<file path="src/rtl/fetch_unit.sv">
// fetch_unit: holds PC, fetches one word per instruction over a ready handshake, resolves branch/jump/halt
module fetch_unit #(
    parameter int ADDR_W = 16,
    parameter int INSTR_W = 16,
    parameter logic [ADDR_W-1:0] RESET_PC = '0
) (
    input  logic               clk,
    input  logic               rst,
    output logic               imem_req,
    output logic [ADDR_W-1:0]  imem_addr,
    input  logic               imem_ready,
    input  logic [INSTR_W-1:0] imem_rdata,
    input  logic               stall,
    input  logic               halt,
    input  logic               branch_taken,
    input  logic [ADDR_W-1:0]  branch_offset,
    input  logic               jump_en,
    input  logic [ADDR_W-1:0]  jump_target,
    output logic [INSTR_W-1:0] instr,
    output logic [7:0]         imm8,
    output logic               instr_valid,
    output logic [ADDR_W-1:0]  pc,
    output logic               halted
);
    typedef enum logic [1:0] {BOOT, FETCH, EXEC, HALTED} state_t;
    state_t state, state_nxt;
    logic [ADDR_W-1:0] pc_nxt, seq_pc;
    logic [INSTR_W-1:0] instr_nxt;
    always_ff @(posedge clk or posedge rst) begin
        if (rst) begin
            state <= BOOT;
            pc <= RESET_PC;
            instr <= '0;
        end else begin
            state <= state_nxt;
            pc <= pc_nxt;
            instr <= instr_nxt;
        end
    end
    // pc only advances when EXEC retires unstalled; halt keeps pc on the HALT instruction
    always_comb begin
        state_nxt = state;
        pc_nxt = pc;
        instr_nxt = instr;
        seq_pc = pc + 1'b1;
        case (state)
            BOOT: state_nxt = FETCH;
            FETCH: begin
                if (imem_ready) begin
                    instr_nxt = imem_rdata;
                    state_nxt = EXEC;
                end
            end
            EXEC: begin
                if (!stall) begin
                    state_nxt = halt ? HALTED : FETCH;
                    pc_nxt = halt ? pc : jump_en ? jump_target : branch_taken ? seq_pc + branch_offset : seq_pc;
                end
            end
            default: state_nxt = state;
        endcase
    end
    assign imem_req = state == FETCH;
    assign imem_addr = pc;
    assign instr_valid = state == EXEC;
    assign halted = state == HALTED;
    assign imm8 = instr[7:0];
endmodule
</file>
<file path="config.mk">
export PLATFORM = sky130hd
export DESIGN_NAME = fetch_unit
export DESIGN_NICKNAME = d
export VERILOG_FILES = /design/src/rtl/fetch_unit.sv
export SDC_FILE = /design/constraint.sdc
export NUM_CORES = 1
export LEC_CHECK = 0
export ABC_CLOCK_PERIOD_IN_PS = 4650
export BUFFER_PORTS_ARGS = -buffer_cell sky130_fd_sc_hd__buf_2
export CAP_MARGIN = 20
export CORE_MARGIN = 5
export CORE_UTILIZATION = 30
export DETAILED_ROUTE_END_ITERATION = 7
export PLACE_DENSITY = 0.62
export SYNTH_ARGS = -nofsm -noshare
export SYNTH_HDL_FRONTEND = slang
export SYNTH_SLANG_ARGS = --single-unit
</file>
<file path="constraint.sdc">
create_clock -name clk -period 4.65 [get_ports clk]
set_input_delay 0.93 -clock clk [delete_from_list [all_inputs] [get_ports clk]]
set_output_delay 0.93 -clock clk [all_outputs]
set_load 0.05 [all_outputs]
</file>
==> results.md <==
- On the worst path, the slowest cell contributes a delay of approximately 0.47 ns.
- The flip-flop and latch area is 851 um^2.
- The area growth from synthesis to layout is 21.0%.
- The average footprint of a synthesized cell is between 8 and 9 um^2.
- The via count is between 2,000 and 3,000.
- Across all register-to-register paths, the minimum setup slack is about 1.3 ns.
- In this run the most critical hold path is launched from instr[14].
- The critical path arrival is 3.51 ns.
- At the end of routability-driven placement, the weighted congestion stood at about 0.84.
- The routed design has about 8500 um of wire.
- The clock tree from TritonCTS is yes.
- Before antenna repair, the detailed router went through 4 iterations.
- The via count of the first global-routing pass is about 2,600.
- The cell count after synthesis is approximately 330.
- The number of nets in the final layout is approximately 500.
- By area the synthesized netlist is led by sky130_fd_sc_hd__dfrtp_1 29%, sky130_fd_sc_hd__ha_1 10%, sky130_fd_sc_hd__buf_4 6.2%, sky130_fd_sc_hd__mux2_2 6.2%, sky130_fd_sc_hd__xnor2_1 5.7%.
- The reg-to-reg critical path startpoint is imem_addr[0].
- The clock period could shrink to ~3.3 ns.
- After floorplanning, the core was sized to cover 9640 um^2.
- The number of synthesized register bits is 34.
- The maximum clock path buffer count is 2.
- Entering global routing, the biggest net connects 29 pins.
- Dividing the final minimum period by the clock period gives 0.720.
- The number of antenna diodes in the final layout is 0.
- Yosys mapped a number of flops with a built-in enable equal to 0.
- The count of unresolved DRC violations after routing is 0.
- The synthesized cell area is slightly below 3000 um^2.
- In the final layout, the multi-input gates occupy between 1500 and 2000 um^2.
- The cell family with the largest share of critical-path delay is simple AND/OR/NAND/NOR gates.
- The initial antenna violation count was 0.
- In this run the number of cells on the critical path is 10.
- Of all cell types, the one taking the most synthesized area is sky130_fd_sc_hd__dfrtp_1.
- The fmax is 0.299 GHz.
- The clock root buffer master is sky130_fd_sc_hd__clkbuf_8.
- The critical register-to-register path endpoint is imem_addr[15].
- The hold-fix buffer count after cts is 0.
- In the layout the commonest cells are 113 x sky130_fd_sc_hd__buf_2, 36 x sky130_fd_sc_hd__nand2_1, 34 x sky130_fd_sc_hd__dfrtp_1.
- Leaving out fill and tap cells, the most frequent cell in the layout is sky130_fd_sc_hd__buf_2.
- Setup repair after global routing left no endpoint under its margin.
- The flow ran to the end, and the final reports show no timing, DRC or antenna violations.
- The clock net in this run drives a total of 34 sinks.
- The count of buffers from port buffering is 113.
- The sum of net half-perimeters after detailed placement is 7010 um.
- The count of buffering cells on the critical path with inverters included is 0.
- The critical path class is flop to flop.
- The site row count is 36.
- Along the worst path, the maximum fanout reaches 8.
- The total I/O pin count is roughly 110.
- In this run the post-CTS setup repair buffer count came out at 0.
- The worst setup path is captured at a flop.
- Across all hold checks on the routed design, the worst slack comes to between 0.5 and 0.6 ns.
- The worst setup path is launched from a flop.
- The first global-routing pass estimated roughly 13,000 um of wire.
- When the netlist entered floorplanning its net count stood at 414.
- The share of synthesized area in the top cell type comes to 0.291.
- The die covers 11,800 um^2.
- The total cell area at the placement stage is around 3400 um^2.
- In this run the worst setup path begins at imem_addr[0].
- The most critical setup path has its endpoint at imem_addr[15].
- The total global-route track usage is 0.142.
- The source-to-sink clock delay at the later pin of the worst-skew pair is ~0.29 ns.
- Measured along the x axis, the die boundary spans between 100 and 150 um.
- The level count of the clock H-tree is 2.
- Once detail routing completed, the nets flagged for antenna violations numbered 0.
- Data on the critical path is required at its endpoint by 4.81 ns.
- For this run, the leading register cell type out of synthesis is sky130_fd_sc_hd__dfrtp_1.
- The post-cts repair resize count is 0.
- Summed over all failing endpoints, the final setup total negative slack is 0 ns.
- Setup violations remaining at the end of the flow were counted as 0.
- Once layout is complete, the utilization of the core stands at 0.366.
- The height of the chip is ~110 um.
- The number of slew-limit violations in the final report is 0.
- The critical path goes through ha_1, and3_1, nand4_1, xnor2_1, ha_1, nand4_1, or3_1, o21ai_0, xnor2_1, o41ai_1.
- For this run, asynchronously set or reset flops after synthesis account for 1.00.
- The logic depth of the worst register-to-register path is 10.
- Of the cells placed in the final design, the portion with a size suffix greater than 1 is 0.339.
- The average via count per standard cell is 4.85.
- The first-iteration detailed-routing DRC count is 178.
- The worst-margin pin slew is roughly 0.73 ns.
- The clock arrives with ~0.012 ns of skew.
- The critical path's slowest cell is sky130_fd_sc_hd__dfrtp_1.
- The post-detailed-route wirelength per cell is between 15 and 20 um.
- The number of buffers inserted during clock tree synthesis is 5.
- The number of filler cells placed in the layout is 1,029.
- The total global routing overflow is 0.
- The count of cell types in the netlist is 48.
- The type of the tightest min-delay check is flop to flop.
- For this run, the number of Yosys warnings is 0.
- For this configuration, the core starts out at a cell density of 0.303.
- Headroom to the max-slew limit came out at 0.515.
- The finished cells cover about 3500 um^2.
- The part of the Yosys area used for sequential elements is 0.291.
- The number of hold-slack violations in the final timing report was 0.
- The clock edge transition at the registers on the reported setup and hold paths is around 0.07 ns.
- Max-cap violations in this run came to 0.
-- kinds of logic after synthesis --
logic type / Yosys count / synth area share
and+or+nand+nor: 102 / 0.172
DFF: 34 / 0.291
AOI/OAI and AO/OA: 80 / 0.173
xor gates and xnor gates: 24 / 0.0720
adders and majority gates: 25 / 0.110
buffers and inverters: 44 / 0.0879
muxes: 25 / 0.0943
-- worst reg2reg max path, delay by kind of cell (launching register included) --
family / cells / cell delay, ns
AOI/OAI and AO/OA: 2 / 0.60
xor gates and xnor gates: 2 / 0.35
adders and majority gates: 2 / 0.73
DFF: 1 / 0.47
and+or+nand+nor: 4 / 1.07
-- layout make-up --
class,count,area share
clock buffer,7,0.0245
timing repair buffer,114,0.162
inverter,10,0.0106
tap,133,0.0471
multi-input combinational,256,0.513
sequential,34,0.241
clock inverter,1,0.00142
-- sequential cells by signal, summed over array words and instances (netlist names) --
name and cells:
imem_addr 16, instr 16, state 2
-- Yosys cell counts, types with 8 or more instances --
cell type                  number
sky130_fd_sc_hd__buf_4         24
sky130_fd_sc_hd__a21oi_1       26
sky130_fd_sc_hd__xnor2_1       19
sky130_fd_sc_hd__inv_1         10
sky130_fd_sc_hd__clkbuf_1       8
sky130_fd_sc_hd__ha_1          24
sky130_fd_sc_hd__mux2_2        16
sky130_fd_sc_hd__nand3_1       10
sky130_fd_sc_hd__dfrtp_1       34
sky130_fd_sc_hd__nand2_1       36
sky130_fd_sc_hd__nor2_1        27
sky130_fd_sc_hd__o21ai_0       17
-- layer usage --
layer  up-vias  part of all wire  track usage
li1       1354                 -            -
met3         4             0.076       0.0290
met1      1240              0.43        0.178
met4         0            0.0085       0.0379
met5         -                 0            0
met2        91              0.49        0.247
-- metrics by stage --
step	std cells	worst slack (ns)
2_1_floorplan	334	1.58
3_3_place_gp	547	1.39
3_5_place_dp	547	1.39
4_1_cts	555	1.36
5_1_grt	555	1.11
6_report	555	1.30
-- how the worst min path moves through the flow --
stage | endpoint | cells after the start
after floorplan | state[0] | 2
after global placement | instr[13] | 1
after detailed placement | instr[10] | 1
after CTS | instr[12] | 1
after global routing | instr[12] | 1
final | instr[14] | 1
Power is not shown: default switching activity piles up to over one toggle a cycle in this logic, so the estimate is an artifact.
